**config.mk**
```make
export PLATFORM = sky130hd
export DESIGN_NAME = sweep_scheduler
export DESIGN_NICKNAME = d
export VERILOG_FILES = /design/src/rtl/sweep_scheduler.sv
export SDC_FILE = /design/constraint.sdc
export NUM_CORES = 1
export LEC_CHECK = 0
export BUFFER_PORTS_ARGS = -buffer_cell sky130_fd_sc_hd__buf_2
export CORE_AREA = 2 2 148 150
export CTS_CLUSTER_SIZE = 40
export DETAILED_ROUTE_END_ITERATION = 10
export DIE_AREA = 0 0 150 152
export PLACE_DENSITY = 0.73
export SYNTH_ARGS = -nofsm -noshare
export SYNTH_HDL_FRONTEND = slang
export SYNTH_SLANG_ARGS = --single-unit
```
**constraint.sdc**
```tcl
create_clock -name clk -period 6.77 [get_ports clk]
set_clock_uncertainty 0.15 [all_clocks]
set_input_delay 1.354 -clock clk [delete_from_list [all_inputs] [get_ports clk]]
set_output_delay 1.354 -clock clk [all_outputs]
set_load 0.05 [all_outputs]
```
**src/rtl/sweep_scheduler.sv**
```systemverilog
// Purpose: steps an instantaneous frequency through static/sawtooth/triangle/single-shot sweeps and offers it to the DDS.
// Latency: a restart or sweep step reaches freq_out one cycle after cur_freq changes.
// Backpressure: freq_out is held while freq_valid && !freq_ready; newer values coalesce, latest wins.
module sweep_scheduler #(
    parameter int TICK_CYCLES = 100000,
    parameter int FREQ_MAX    = 999999
) (
    input  logic        clk,
    input  logic        rst_n,
    input  logic [1:0]  sweep_mode,
    input  logic [19:0] base_freq,
    input  logic [16:0] sweep_range,
    input  logic [12:0] sweep_speed,
    input  logic        restart,
    output logic [19:0] freq_out,
    output logic        freq_valid,
    input  logic        freq_ready,
    output logic        sweep_dir,
    output logic        sweep_done
);

    localparam int CW = (TICK_CYCLES > 2) ? $clog2(TICK_CYCLES) : 1;
    localparam logic [CW-1:0] TICK_LAST = CW'(TICK_CYCLES - 1);
    localparam logic [20:0]   FMAX      = 21'(FREQ_MAX);

    localparam logic [1:0] MODE_STATIC = 2'b00;
    localparam logic [1:0] MODE_SAW    = 2'b01;
    localparam logic [1:0] MODE_TRI    = 2'b10;

    typedef enum logic [1:0] {
        ST_STATIC = 2'd0,
        ST_UP     = 2'd1,
        ST_DOWN   = 2'd2,
        ST_HOLD   = 2'd3
    } state_t;

    state_t        state, state_n;
    logic [19:0]   cur_freq, cur_n;
    logic [CW-1:0] cnt, cnt_n;
    logic          dirty, dirty_n;
    logic          saw_wrap, saw_wrap_n;
    logic          dir_n, done_n;
    logic [1:0]    mode_q;
    logic [19:0]   base_q;
    logic [16:0]   range_q;

    logic          restart_evt;
    logic          tick;
    logic          load;
    logic [20:0]   top_sum, top, step_up, down_thr;

    assign restart_evt = restart || (sweep_mode != mode_q) ||
                         (base_freq != base_q) || (sweep_range != range_q);

    // All comparisons at 21 bits so a sum past 2^20 can never alias below top.
    assign top_sum  = {1'b0, base_freq} + {4'b0, sweep_range};
    assign top      = (top_sum > FMAX) ? FMAX : top_sum;
    assign step_up  = {1'b0, cur_freq} + {8'b0, sweep_speed};
    assign down_thr = {1'b0, base_freq} + {8'b0, sweep_speed};

    assign tick = ((state == ST_UP) || (state == ST_DOWN)) && (cnt == TICK_LAST);
    assign load = dirty && (!freq_valid || freq_ready);

    always_comb begin
        state_n    = state;
        cur_n      = cur_freq;
        cnt_n      = cnt;
        saw_wrap_n = saw_wrap;
        dir_n      = sweep_dir;
        done_n     = sweep_done;

        if (restart_evt) begin
            cur_n      = base_freq;
            cnt_n      = '0;
            saw_wrap_n = 1'b0;
            dir_n      = 1'b0;
            done_n     = 1'b0;
            state_n    = (sweep_mode == MODE_STATIC) ? ST_STATIC : ST_UP;
        end else begin
            case (state)
                ST_STATIC: begin
                    cur_n = base_freq;
                end
                ST_UP: begin
                    cnt_n = tick ? '0 : cnt + 1'b1;
                    if (tick) begin
                        if (saw_wrap) begin
                            cur_n      = base_freq;
                            saw_wrap_n = 1'b0;
                        end else if (step_up < top) begin
                            cur_n = step_up[19:0];
                        end else begin
                            cur_n = top[19:0];
                            if (sweep_mode == MODE_SAW) begin
                                saw_wrap_n = 1'b1;
                            end else if (sweep_mode == MODE_TRI) begin
                                state_n = ST_DOWN;
                                dir_n   = 1'b1;
                            end else begin
                                state_n = ST_HOLD;
                                done_n  = 1'b1;
                            end
                        end
                    end
                end
                ST_DOWN: begin
                    cnt_n = tick ? '0 : cnt + 1'b1;
                    if (tick) begin
                        if ({1'b0, cur_freq} > down_thr) begin
                            cur_n = cur_freq - {7'b0, sweep_speed};
                        end else begin
                            cur_n   = base_freq;
                            state_n = ST_UP;
                            dir_n   = 1'b0;
                        end
                    end
                end
                default: begin
                    cnt_n = '0;
                end
            endcase
        end

        dirty_n = (cur_n != cur_freq) || (dirty && !load);
    end

    always_ff @(posedge clk or negedge rst_n) begin
        if (!rst_n) begin
            state      <= ST_STATIC;
            cur_freq   <= '0;
            cnt        <= '0;
            dirty      <= 1'b0;
            saw_wrap   <= 1'b0;
            sweep_dir  <= 1'b0;
            sweep_done <= 1'b0;
            mode_q     <= '0;
            base_q     <= '0;
            range_q    <= '0;
        end else begin
            state      <= state_n;
            cur_freq   <= cur_n;
            cnt        <= cnt_n;
            dirty      <= dirty_n;
            saw_wrap   <= saw_wrap_n;
            sweep_dir  <= dir_n;
            sweep_done <= done_n;
            mode_q     <= sweep_mode;
            base_q     <= base_freq;
            range_q    <= sweep_range;
        end
    end

    always_ff @(posedge clk or negedge rst_n) begin
        if (!rst_n) begin
            freq_out   <= '0;
            freq_valid <= 1'b0;
        end else if (load) begin
            freq_out   <= cur_freq;
            freq_valid <= 1'b1;
        end else if (freq_valid && freq_ready) begin
            freq_valid <= 1'b0;
        end
    end

endmodule

```
Word level (Yosys, flattened, before mapping)
Index checks and enable logic that the tools add are counted.
W data, S select, Z words.
{"block": "totals", "reg_bits": 103, "word_cells": 109}
{"block": "op_classes", "order_cmp": 3, "n_reduce_logical": 23, "n_eq_ne": 21, "n_mux": 45, "add_sub_neg": 5}
{"op": "$mux W20", "n": 6}
{"op": "$pmux W20 S3", "n": 1}
{"op": "$add A20 B13 Y21", "n": 2}
{"op": "$ne A20 B20 Y1", "n": 2}
{"op": "$mux W17", "n": 2}
{"op": "$pmux W17 S2", "n": 1}
{"op": "$mux W1", "n": 25}
{"op": "$add A20 B17 Y21", "n": 1}
{"op": "$gt A20 B21 Y1", "n": 1}
{"op": "$gt A21 B20 Y1 const B", "n": 1}
{"op": "$lt A21 B21 Y1", "n": 1}
{"op": "$mux W21", "n": 1}
{"op": "$sub A20 B13 Y20", "n": 1}
{"op": "$ne A3 B3 Y1 const B", "n": 6}
{"op": "$add A17 B1 Y17 const B", "n": 1}
{"op": "$eq A17 B17 Y1 const B", "n": 1}
{"op": "$ne A17 B17 Y1", "n": 1}
{"op": "$mux W2", "n": 7}
{"op": "$ne A2 B2 Y1 const B", "n": 4}
{"op": "$reduce_and A8 Y1", "n": 1}
{"op": "$reduce_and A7 Y1", "n": 1}
{"op": "$logic_or A1 B1 Y1", "n": 6}
{"op": "$reduce_and A6 Y1", "n": 1}
{"op": "$reduce_bool A2 Y1", "n": 3}
{"op": "other kinds (13)", "n": 20}

Depth between registers and ports, before layout
{"block": "depth", "word_depth": 11, "mapped_depth": 31}

Worst setup path after synthesis
OpenSTA, ideal clock, no wires.
{"block": "synth_path", "path_kind": "input port to flip-flop", "from": "in base_freq[1]", "to": "reg dirty", "path_buffers": 3, "t_required_ns": 6.476, "setup_slack_ns": -0.530, "setup_ns": 0.144, "cell_stages": 27, "arrival_time_ns": 7.006, "path_cell_list": "clkbuf_1 > inv_1 > fa_1 > nand2b_1 > a21oi_2 > o21ai_0 > a2bb2oi_1 > a221o_1 > o41a_4 > a21oi_1 > clkbuf_1 > nand2_1 > ha_1 > a211oi_1 > o22ai_1 > o41ai_1 > nand2_1 > a21oi_1 > a21o_1 > a21oi_1 > buf_2 > nor2b_1 > o41ai_2 > xnor2_1 > o2111ai_1 > nor4_2 > o2111ai_1"}
{"block": "synth_via", "elab_chain_len": 11, "word_cells_on_any_way": 18, "cone_classes": "add/sub (2); order compare (3); eq/ne (2); mux (8); reduce/logical (3)"}
{"item": "from (decl)", "line": "11", "text": "input logic [19:0] base_freq,"}
{"item": "$add A20 B17 Y21", "line": "56", "text": "assign top_sum = {1'b0, base_freq} + {4'b0, sweep_range};"}
{"item": "$gt A21 B20 Y1", "line": "57", "text": "assign top = (top_sum > FMAX) ? FMAX : top_sum;"}
{"item": "$mux W21", "line": "57"}
{"item": "$lt A21 B21 Y1", "line": "90", "text": "end else if (step_up < top) begin"}
{"item": "$mux W20", "line": "90"}
{"item": "$mux W20", "line": "87", "text": "if (saw_wrap) begin"}
{"item": "$mux W20", "line": "86", "text": "if (tick) begin"}
{"item": "$pmux W20 S3", "line": "80", "text": "case (state)"}
{"item": "$mux W20 (*)", "line": "72", "text": "if (restart_evt) begin"}
{"item": "named net cur_n[5]", "line": "38", "text": "logic [19:0] cur_freq, cur_n;"}
{"item": "$ne A20 B20 Y1 (*)", "line": "124", "text": "dirty_n = (cur_n != cur_freq) || (dirty && !load);"}
{"item": "$logic_or A1 B1 Y1 (*)", "line": "124"}
{"item": "named net dirty_n", "line": "40", "text": "logic dirty, dirty_n;"}
{"item": "to (signal assigned)", "line": "143", "text": "dirty <= dirty_n;"}
{"item": "to (decl)", "line": "40"}
The timed path passes the listed nets; every way through them passes the cells marked *.
A chain may end at the register's enable or synchronous reset.

Worst setup path in the final report
{"block": "layout_path", "from": "in base_freq[1]", "to": "reg dirty"}
{"block": "layout_via", "elab_chain_len": 11, "word_cells_on_any_way": 18, "cone_classes": "add/sub (2); order compare (3); eq/ne (2); mux (8); reduce/logical (3)"}
{"item": "$add A20 B17 Y21", "line": "56"}
{"item": "$gt A21 B20 Y1", "line": "57"}
{"item": "$mux W21", "line": "57"}
{"item": "$lt A21 B21 Y1", "line": "90"}
{"item": "$mux W20", "line": "90"}
{"item": "$mux W20", "line": "87"}
{"item": "$mux W20", "line": "86"}
{"item": "$pmux W20 S3", "line": "80"}
{"item": "$mux W20 (*)", "line": "72"}
{"item": "$ne A20 B20 Y1 (*)", "line": "124"}
{"item": "$logic_or A1 B1 Y1 (*)", "line": "124"}
{"item": "named net dirty_n", "line": "40"}
Marks and branches as above.

==> run summary <==
Comb pwr share = 51.3%
Clk root buf = clkbuf_16
# diodes = 0
Hold Path Class = reg -> reg
Nets = 1985
Mapped Area = 11560 um2
First-pass GRT wire length = 79260 um
RR Startpoint = cur_freq[0]
Initial antenna violation count = 0
Clk sinks = 103
XOR/XNOR share of the synthesized area = 8.337%
Layout cells sized above 1 = 32.64%
Number of flops mapped to enable cells by yosys = 0
Maximum VDD drop = 0.1134 mV
Routability cong. = 1.090
Filler instances = 1568
Most common cell in the synthesized netlist = nor2_1
TritonCTS Buffers = 9
Fin. max-slew vios = 0
Routed WL per cell = 25.54 um
Area after DPL = 14220 um2
Post-synthesis cell count = 1481
Vias in the first global route = 13480
Crit-path max FO = 8
DR pass1 iterations = 9
Synth Area per Inst = 7.803 um2
Design Area, Final = 15880 um2
Die Wd = 150 um
Initial Util = 54.13%
Top post-synthesis cells by count = nor2_1, nand2_1, o21ai_0, a21oi_1, dfrtp_1
Sequential share of power = 25.6%
Period minus WS final = 7115 ps
Post-synthesis compound-gate area fraction = 27.09%
Setup violators final = 1
Later-pin clock latency in the skew report = 380 ps
Worst setup SP type = input port
Relative slew slack = 13.22%
CP endpoint kind = register
Critical path arrival = 7200 ps
Final cell count without fillers = 2109
Max-Cap Viols = 0
RSZ-0062 raised after global routing = yes
WS Path Type = in -> reg
Worst Reg-to-Reg Cells = 29
Psw = 1.058 mW
Post-synthesis sequential area ratio = 22.30%
Row count = 54
Total GRT Usage = 45.69%
WHS Endpoint = freq_out[11]
#FFs+latches synth = 103
Hold wc startpoint = freq_out[11]
Crit-path slowest cell = o41ai_4
Final Hold Viols = 0
Fmax = 140.5 MHz
Clock slew at reported path FFs = 70 ps
Remaining DRCs = 0
Via count = 14050
Post-layout worst setup margin = -345.2 ps
Final wirelength = 53860 um
# H-tree levels = 3
Pwr dens = 166.0 nW/um2
Post-synthesis mux area share = 2.534%
Yosys warnings = 0
Synth Net Count = 1642
P_leak = 7.008 nW
I/O Buffers = 78
Most used cell, CP = a21oi_2
Bufs on Longest Clock Path = 2
HPWL Detailed = 40490 um
Status = complete, but fails checks
CTS Hold Bufs = 0
CP required = 6850 ps
Delay of the slowest cell on the worst path = 360 ps
Core area = 21350 um2
Clock share of power = 23.1%
Failing checks = negative setup slack
Yosys top cell area share = 22.30%
DR iter-0 viols = 1760
Worst Hold Path Cells = 2
Largest cells by area after synthesis = dfrtp_1, ha_1, xnor2_1, o21ai_0, nor2_1
R2R Path End = dirty
DIE AREA = 22800 um2
Detailed-route vias per instance = 6.660
Largest net degree at the start of global routing = 55
Worst R2R Setup Slack = 520 ps
Worst-margin pin slew = 1290 ps
Switching fraction of total power = 40.15%
Simple-gate share of the synthesized area = 22.75%
Placed cells = 2047
CTS tree = yes
# IOs = 79
Crit share post-route = 105.1%
Internal = 1.577 mW
Asr flop ratio synth = 100.0%
Adder-cell share of the synthesized area = 11.63%
Chip Height = 152 um
Synth area leader = dfrtp_1
Largest family of logic cells by synthesized area = compound AO/OA/AOI/OAI gates
Antenna Nets Post-Route = 0
Area grow syn2layout = 37.42%
Netlist cell types = 89
Congestion Overflow GR = 0
Top_reg_cell synth = dfrtp_1
## placed cells by master (no fill, tap or decap), drive strengths merged, types with 11 or more instances in the layout
| cell type | n |
|---|---|
| buf | 419 |
| nor2 | 139 |
| nand2 | 128 |
| o21ai | 109 |
| a21oi | 107 |
| dfrtp | 103 |
| ha | 101 |
| xnor2 | 86 |
| inv | 66 |
| nand4 | 42 |
| nand3 | 36 |
| and3 | 29 |
| nor3 | 29 |
| xor2 | 24 |
| o211ai | 23 |
| a211oi | 23 |
| a21o | 22 |
| nor4 | 21 |
| nand2b | 20 |
| nor2b | 18 |
| mux2 | 18 |
| and2 | 17 |
| or3 | 14 |
| a31oi | 13 |
| o21a | 13 |
| o31ai | 12 |
| o2111ai | 11 |
| a2111oi | 11 |
## cell families (layout without fill, tap and decap cells)
kind of cell | count (synthesis) | after routing
AOI/OAI and AO/OA | 460 | 460
xor gates and xnor gates | 110 | 110
adders and majority gates | 105 | 105
buffers and inverters | 152 | 499
DFF | 103 | 103
muxes | 27 | 27
other | 1 | 1
and+or+nand+nor | 523 | 524
## critical path, delay by kind of cell
kind            cells  cell delay, ps
xor+xnor            1             160
compound gates     15            2920
buf+inv             4             560
simple gates        8            1680
fa+ha+maj           2             490
## registers in the layout, indices dropped and copies added, names as in the netlist, 2 cells and up
signal    count
base_q       20
state         2
freq_out     20
mode_q        2
cnt          17
cur_freq     20
range_q      17
## routing by layer
layer  vias to the layer above  global-route usage (%)  wire [um]
li1                       6173                       -          -
met1                      6623                   60.14      20440
met2                      1006                   66.47      22470
met3                       244                   12.10       6733
met4                         0                   27.85       4222
met5                         -                       0          0
## cell type report
cell class	count	area [um2]	share of cell area, %
flip-flops and latches	103	2577	16.23
clock buffers	10	239.0	1.505
well taps	280	350.3	2.206
repair buffers	419	3085	19.43
clock inverters	6	90.09	0.5673
multi-input cells	1227	9298	58.55
inverters	64	240.2	1.513
## per-stage QoR
| stage | util, % | setup WS, ps | hold slack [ps] | total power, mW | setup TNS (ps) |
|---|---|---|---|---|---|
| after floorplan | - | 13.02 | 306.9 | 1.295 | 0 |
| after global placement | 66.60 | -1515 | 305.7 | 1.751 | -8855 |
| after detailed placement | 66.60 | -1486 | 319.6 | 1.775 | -9606 |
| after CTS | 71.30 | -86.86 | 335.2 | 2.478 | -86.86 |
| after global routing | 74.38 | -513.3 | 365.1 | 2.738 | -672.5 |
| final | 74.38 | -345.2 | 328.6 | 2.636 | -345.2 |
## worst max-delay path by stage
| stage | start | endpoint | slack [ps] | depth (start not counted) |
|---|---|---|---|---|
| after floorplan | base_freq[1] | dirty | 10 | 28 |
| after detailed placement | sweep_speed[0] | dirty | -1490 | 29 |
| final | base_freq[1] | dirty | -350 | 30 |
| after global routing | base_freq[1] | dirty | -510 | 30 |
| after CTS | sweep_speed[0] | dirty | -90 | 30 |
| after global placement | sweep_speed[0] | dirty | -1510 | 29 |
## power groups by stage
stage               clock network [mW]  registers [mW]  logic [mW]
finish                           0.609           0.674        1.35
global route                     0.637           0.677        1.42
CTS                              0.609           0.672        1.20
floorplan                            0           0.716       0.580
detailed placement                   0           0.685        1.09
global placement                     0           0.683        1.07
## repair_timing
item	in CTS	in global routing
pin swaps	39	74
buffers inserted	30	18
cloned	0	1
gates resized for setup	95	101
setup endpoints to repair	15	12
(Power assumes the default switching activity.)
